## src/rtl/qft_pulse_decoder_pkg.sv

```systemverilog
// qft_rx_pkg: shared types, sizes and the width-to-probability conversion for the pulse decoder
package qft_rx_pkg;
  typedef enum logic [1:0] {HUNT, PULSE, SPACE} state_t;
  localparam int NSLOT = 8;
  localparam int PW = 17;
  localparam int WW = 32;
  localparam logic [PW-1:0] PSAT = 17'h0FFFF;
  function automatic logic [PW-1:0] to_prob(input logic [WW-1:0] w, input logic [31:0] recip, input int rshift);
    logic [63:0] p;
    p = (64'(w) * 64'(recip) + (64'd1 << (rshift - 1))) >> rshift;
    return p > 64'(PSAT) ? PSAT : p[PW-1:0];
  endfunction
endpackage

```

## src/rtl/qft_pulse_decoder_if.sv

```systemverilog
// qft_pulse_decoder_if: pulse line, slot selector and decoded result bank
interface qft_pulse_decoder_if;
  import qft_rx_pkg::*;
  logic sq_in;
  logic [2:0] slot_sel;
  logic [NSLOT*PW-1:0] prob;
  logic [WW-1:0] slot_width;
  logic frame_valid;
  logic locked;
  logic sync_err;
  modport master (output sq_in, slot_sel, input prob, slot_width, frame_valid, locked, sync_err);
  modport slave (input sq_in, slot_sel, output prob, slot_width, frame_valid, locked, sync_err);
endinterface

```

## src/rtl/qft_pulse_decoder_gap_quantizer.sv

```systemverilog
// gap_quantizer: rounds a low-run length to whole GAP periods, q = floor((L+GAP/2)/GAP), saturating at 31
module gap_quantizer #(
  parameter int GAP = 5_500_000
) (
  input  logic       clk,
  input  logic       rst,
  input  logic       start,
  input  logic       run,
  output logic [4:0] q
);
  localparam logic [31:0] HALF = 32'(GAP / 2);
  localparam logic [31:0] LAST = 32'(GAP - 1);
  logic [31:0] sub;
  always_ff @(posedge clk or posedge rst)
    if (rst) begin
      sub <= '0;
      q <= '0;
    end else if (start) begin
      sub <= HALF;
      q <= '0;
    end else if (run) begin
      sub <= sub == LAST ? '0 : sub + 1'b1;
      q <= q + {4'b0, sub == LAST && q != 5'd31};
    end
endmodule

```

## src/rtl/qft_pulse_decoder.sv

```systemverilog
// qft_pulse_decoder: recovers eight Q2.15 probabilities from the pulse-width train on sq_in
module qft_pulse_decoder
  import qft_rx_pkg::*;
#(
  parameter int GAP = 5_500_000,
  parameter int RECIP = 3_518_437,
  parameter int RSHIFT = 32
) (
  input logic clk,
  input logic rst,
  qft_pulse_decoder_if.slave bus
);
  logic sq_m, sq_s, sq_d, fall, rise;
  logic [WW-1:0] wcnt, mul_w;
  logic [4:0] q;
  logic [5:0] qs;
  state_t state, state_n;
  logic [2:0] s, s_n, mul_s;
  logic done, done_n, mul_go;
  logic hunt_ok, adv_ok, wrap_ok, complete, too_long, space_err;
  logic lock_set, wr, pub, err;
  logic [PW-1:0] p_mul;
  logic [WW-1:0] work_w [NSLOT];
  logic [WW-1:0] pub_w [NSLOT];
  logic [WW-1:0] ww_n [NSLOT];
  logic [PW-1:0] work_p [NSLOT];
  logic [PW-1:0] wp_n [NSLOT];
  assign fall = sq_d & ~sq_s;
  assign rise = ~sq_d & sq_s;
  assign qs = {1'b0, q} + {3'b0, s};
  assign hunt_ok = rise && q >= 5'd10 && q <= 5'd17;
  assign adv_ok = q != 5'd0 && qs <= 6'd7;
  assign wrap_ok = qs >= 6'd17 && qs <= 6'd24;
  assign complete = !done && qs == 6'd9;
  assign too_long = !sq_s && qs > 6'd24;
  assign space_err = (rise && (done ? !wrap_ok : !adv_ok)) || too_long;
  assign p_mul = to_prob(mul_w, 32'(RECIP), RSHIFT);
  gap_quantizer #(.GAP(GAP)) u_gq (.clk(clk), .rst(rst), .start(fall), .run(~sq_s), .q(q));
  always_ff @(posedge clk or posedge rst)
    if (rst) begin
      sq_m <= 1'b0;
      sq_s <= 1'b0;
      sq_d <= 1'b0;
      wcnt <= '0;
    end else begin
      sq_m <= bus.sq_in;
      sq_s <= sq_m;
      sq_d <= sq_s;
      wcnt <= rise ? WW'(1) : (sq_s && wcnt != '1) ? wcnt + 1'b1 : wcnt;
    end
  always_ff @(posedge clk or posedge rst)
    if (rst) begin
      state <= HUNT;
      s <= '0;
      done <= 1'b0;
    end else begin
      state <= state_n;
      s <= s_n;
      done <= done_n;
    end
  // q-10 and q+s-17 reduce to q-2 and q+s-1 modulo the eight slots
  always_comb begin
    state_n = state;
    s_n = s;
    done_n = done;
    if (state == HUNT) begin
      if (hunt_ok) begin
        state_n = PULSE;
        s_n = q[2:0] - 3'd2;
      end
    end else if (state == PULSE) begin
      if (fall) begin
        state_n = SPACE;
        done_n = 1'b0;
      end
    end else if (space_err) begin
      state_n = HUNT;
    end else if (rise) begin
      state_n = PULSE;
      s_n = done ? qs[2:0] - 3'd1 : qs[2:0];
    end else if (complete) begin
      done_n = 1'b1;
    end
  end
  always_comb begin
    lock_set = state == HUNT && hunt_ok;
    wr = state == PULSE && fall;
    pub = state == SPACE && !rise && complete;
    err = state == SPACE && space_err;
  end
  // a multiply landing in the publish cycle is forwarded into the published copy
  always_comb begin
    for (int k = 0; k < NSLOT; k++) begin
      ww_n[k] = (wr && s == 3'(k)) ? wcnt : work_w[k];
      wp_n[k] = (mul_go && mul_s == 3'(k)) ? p_mul : work_p[k];
    end
  end
  always_ff @(posedge clk or posedge rst)
    if (rst) begin
      bus.locked <= 1'b0;
      bus.sync_err <= 1'b0;
      bus.frame_valid <= 1'b0;
      bus.prob <= '0;
      bus.slot_width <= '0;
      mul_go <= 1'b0;
      mul_w <= '0;
      mul_s <= '0;
      for (int k = 0; k < NSLOT; k++) begin
        work_w[k] <= '0;
        pub_w[k] <= '0;
        work_p[k] <= '0;
      end
    end else begin
      bus.locked <= lock_set | (bus.locked & ~err);
      bus.sync_err <= err;
      bus.frame_valid <= pub;
      bus.slot_width <= pub ? ww_n[bus.slot_sel] : pub_w[bus.slot_sel];
      mul_go <= wr;
      mul_w <= wcnt;
      mul_s <= s;
      for (int k = 0; k < NSLOT; k++) begin
        work_w[k] <= (pub || lock_set) ? '0 : ww_n[k];
        work_p[k] <= (pub || lock_set) ? '0 : wp_n[k];
        if (pub) begin
          pub_w[k] <= ww_n[k];
          bus.prob[k*PW +: PW] <= wp_n[k];
        end
      end
    end
endmodule

```

## src/flat_wrapper.sv

```systemverilog
// flat-port wrapper written by rule: the top's interface ports become plain ports
module qft_pulse_decoder_flat import qft_rx_pkg::*;
#(
  parameter int GAP = 5_500_000,
  parameter int RECIP = 3_518_437,
  parameter int RSHIFT = 32
)
  (clk, rst, bus_sq_in, bus_slot_sel, bus_prob, bus_slot_width, bus_frame_valid, bus_locked, bus_sync_err);
  qft_pulse_decoder_if bus_i ();
  input logic clk;
  input logic rst;
  input wire logic [$bits(bus_i.sq_in)-1:0] bus_sq_in;
  input wire logic [$bits(bus_i.slot_sel)-1:0] bus_slot_sel;
  output wire logic [$bits(bus_i.prob)-1:0] bus_prob;
  output wire logic [$bits(bus_i.slot_width)-1:0] bus_slot_width;
  output wire logic [$bits(bus_i.frame_valid)-1:0] bus_frame_valid;
  output wire logic [$bits(bus_i.locked)-1:0] bus_locked;
  output wire logic [$bits(bus_i.sync_err)-1:0] bus_sync_err;
  assign bus_i.sq_in = bus_sq_in;
  assign bus_i.slot_sel = bus_slot_sel;
  assign bus_prob = bus_i.prob;
  assign bus_slot_width = bus_i.slot_width;
  assign bus_frame_valid = bus_i.frame_valid;
  assign bus_locked = bus_i.locked;
  assign bus_sync_err = bus_i.sync_err;
  qft_pulse_decoder #(.GAP(GAP), .RECIP(RECIP), .RSHIFT(RSHIFT)) u_core (.clk(clk), .rst(rst), .bus(bus_i));
endmodule
```

## config.mk

```make
export PLATFORM = sky130hd
export DESIGN_NAME = qft_pulse_decoder_flat
export DESIGN_NICKNAME = d
export VERILOG_FILES = /design/src/rtl/qft_pulse_decoder_pkg.sv /design/src/rtl/qft_pulse_decoder_if.sv /design/src/rtl/qft_pulse_decoder_gap_quantizer.sv /design/src/rtl/qft_pulse_decoder.sv /design/src/flat_wrapper.sv
export SDC_FILE = /design/constraint.sdc
export NUM_CORES = 2
export LEC_CHECK = 0
export ABC_AREA = 1
export BUFFER_PORTS_ARGS = -buffer_cell sky130_fd_sc_hd__buf_2
export CELL_PAD_IN_SITES_DETAIL_PLACEMENT = 1
export CELL_PAD_IN_SITES_GLOBAL_PLACEMENT = 2
export CORE_MARGIN = 2
export CORE_UTILIZATION = 37
export DETAILED_ROUTE_END_ITERATION = 12
export GPL_ROUTABILITY_DRIVEN = 0
export PLACE_DENSITY = 0.79
export REMOVE_ABC_BUFFERS = 1
export SYNTH_ARGS = -nofsm -noshare
export SYNTH_HDL_FRONTEND = slang
export SYNTH_SLANG_ARGS = --single-unit
```

## constraint.sdc

```tcl
create_clock -name clk -period 73.2 [get_ports clk]
set_input_delay 3.66 -clock clk [delete_from_list [all_inputs] [get_ports clk]]
set_output_delay 3.66 -clock clk [all_outputs]
set_load 0.01 [all_outputs]
```

==> results.tsv <==
metric	value	unit
viasPerCell	5.15	
place_hpwl	126000	um
synthXorXnorAreaFrac	0.572	%
htreeDepth	3	
path_max_fanout	88	
finalSetupViolCount	0	
layout_common_cells	1638 x nand2_1, 933 x dfrtp_1, 862 x inv_1, 730 x nor2_1, 507 x nand3_1	
rows	145	
synth_area	58200	sq um
clock_path_buffers	3	
route.met2.wl	88100	um
core_area	156000	sq um
cp.arrival	8.77	ns
required	73.78	ns
power_density	18.5	nW/um^2
crit_chain	buf_4 > inv_1 > buf_4 > nor2_2 > buf_4 > inv_1 > buf_4 > nand4_1 > nor4_2 > nand2_4 > nand2_4 > buf_4 > buf_4 > buf_4 > buf_4 > buf_4 > nor2_1	
clk_pin_slew	0.06	ns
fin_cells	9138	
grt_pass1_wl	296000	um
fin_util	41.2	%
synth_top_family_by_area	simple AND/OR/NAND/NOR gates	
final_area	64300	sq um
drcViolationCount	0	
slew_viol_final	0	
cts-root-buf	clkbuf_16	
wl_met1	86400	um
crit_buf_inv	11	
routed-via-count	47000	
worstMarginPinSlew	1.32	ns
antenna_found_initial	3	
path_depth	17	
final_common_cell	nand2_1	
tritoncts	built	
synthCells	6991	
final_layout_size_suffix_gt1_share	9.13	%
first_global_vias	50400	
post-cts-setup-buffers	0	
dpl_cell_area	60500	sq um
cp-end-kind	flip-flop	
grt_use_total	23.3	%
grt_max_degree	164	
cp_top_family	buffers and inverters	
cts-resized-gates	0	
crit_type	flip-flop to flip-flop	
dp.cells	8934	
yosys_warnings	0	
maxSlewHeadroom	11.6	%
place_ws	65.01	ns
worst_slack	65.00	ns
finalHoldViolations	0	
leakagePower	33.6	nW
seq_area_frac_synth	40.1	%
status	finished clean	
synth_mux_area_share	0	%
clkSinkCount	933	
p_total	1.19	mW
design.portCount	177	
cts.hold.buffers_added	0	
synth-seq-cells	933	
cts-buffers-inserted	109	
io_buffers	176	
setup_tns	0	ns
synth_edf_count	0	
wire_per_inst	20.3	um
start_util	37.2	%
slowest_delay	1.02	ns
drt_iter0_markers	2487	
yosys.area_share.simple	24.0	%
fp.dieW	401	um
clock_skew	0.0543	ns
worstSkewPairLatency	0.76	ns
hold_ws	0.355	ns
max-cap-violations	0	
syn_to_final_growth	10.5	%
start_kind	flip-flop	
fp.dieH	401	um
min_path_cells	0	
wl_met3	5350	um
reg2regPathDepth	17	
hold_class	flip-flop to flip-flop	
synthAdderAreaFrac	18.2	%
n_fill_cell	18600	
rsz0062_at_grt	false	
dieArea	160000	sq um
fin_nets	7628	
highest_layer	met4	
antenna_left	0	
cpMaxStageDelayCell	nand2_4	
synth_compound_area_share	8.31	%
fin_crit_sh	11.2	%
ir_worst_vdd	0.0187	mV
wirelength	186000	um
fmax	122	MHz
period_needed	8.20	ns
syn_avg_cell_area	8.32	sq um
synth_top_flop_cell	dfrtp_1	
dr.pass1.iters	5	
synth_cell_types	53	
crit_top_cell	buf_4	
overflow	0	
ys_async_sr_fraction	100	%
## cell usage after synthesis, types with 6 or more instances
cell	count	area [sq um]
o21bai_1	17	128
a31oi_1	23	144
nor2_2	11	68.8
o21ai_0	331	1660
a21o_1	6	45.0
nand2_2	7	43.8
fa_1	355	7110
buf_2	106	531
xnor2_1	15	131
a21oi_1	286	1430
inv_2	17	63.8
xor2_1	23	201
o211ai_1	48	360
nor3_1	41	205
nor4_1	10	62.6
a21oi_2	21	184
nor2_1	738	2770
ha_1	280	3500
buf_4	8	60.1
dfrtp_1	933	23300
o21a_1	68	510
or2_2	131	820
nand2_1	1640	6160
inv_1	865	3250
clkbuf_1	195	732
nand3_1	507	2540
buf_6	31	349
nand4_1	164	1030
o21ai_1	49	245
clkinv_1	8	30.0
buf_1	11	41.3
## worst reg2reg max path, stage by stage, from the launching register on
cell	delay (ns)
dfrtp_1	0.36
buf_4	0.21
inv_1	0.08
buf_4	0.33
nor2_2	0.07
buf_4	0.23
inv_1	0.11
buf_4	0.28
nand4_1	0.16
nor4_2	0.37
nand2_4	0.58
nand2_4	1.03
buf_4	0.78
buf_4	0.65
buf_4	0.81
buf_4	0.84
buf_4	0.95
nor2_1	0.19
## flip-flops by register name, summed over array words and instances (netlist names), 2 cells and up
| register | flops |
|---|---|
| u_core.bus.prob | 136 |
| u_core.bus.slot_width | 32 |
| u_core.mul_s | 3 |
| u_core.mul_w | 32 |
| u_core.pub_w | 256 |
| u_core.s | 3 |
| u_core.state | 2 |
| u_core.u_gq.q | 5 |
| u_core.u_gq.sub | 32 |
| u_core.wcnt | 32 |
| u_core.work_p | 136 |
| u_core.work_w | 256 |
## cell families (layout without fill, tap and decap cells)
family          Yosys count  count (layout)
compound gates          866             866
xor+xnor                 38              38
fa+ha+maj               635             635
buf+inv                1243            1331
flops                   933             933
other cells               0               1
simple gates           3276            3276
## final timing paths
check | from | to | slack (ns)
max | u_core.sq_s$_DFF_PP0_ | u_core.work_p[0]$_DFF_PP0_ | 65.00
min in group asynchronous | rst | u_core.u_gq.sub[0]$_DFFE_PP0P_ | 3.00
min reg2reg | u_core.sq_m$_DFF_PP0_ | u_core.sq_s$_DFF_PP0_ | 0.35
max in group asynchronous | rst | u_core.pub_w[203]$_DFFE_PP0P_ | 66.96
max reg2reg | u_core.sq_s$_DFF_PP0_ | u_core.work_p[0]$_DFF_PP0_ | 65.00
min | u_core.sq_m$_DFF_PP0_ | u_core.sq_s$_DFF_PP0_ | 0.35
## where the power goes
group          switching [mW]  leakage, nW  internal (mW)
sequential            0.00389         12.9          0.518
combinational          0.0677         18.8         0.0298
clock                   0.238         1.87          0.332
total                   0.309         33.6          0.880
## routing by layer
layer / vias up / track usage (%)
met5: - / 0
met4: 0 / 7.38
met3: 259 / 2.27
met2: 687 / 39.1
met1: 24000 / 31.7
li1: 22100 / -
## area by class of cell
class | count | area, sq um | share of cell area (%)
sequential | 933 | 23300 | 36.3
multi-input combinational | 4815 | 29900 | 46.4
antenna | 1 | 2.50 | 0.00389
tap | 2058 | 2570 | 4.01
inverter | 891 | 3370 | 5.24
timing repair buffer | 237 | 1370 | 2.13
clock inverter | 50 | 557 | 0.866
clock buffer | 153 | 3210 | 5.00
(Power assumes the default switching activity.)
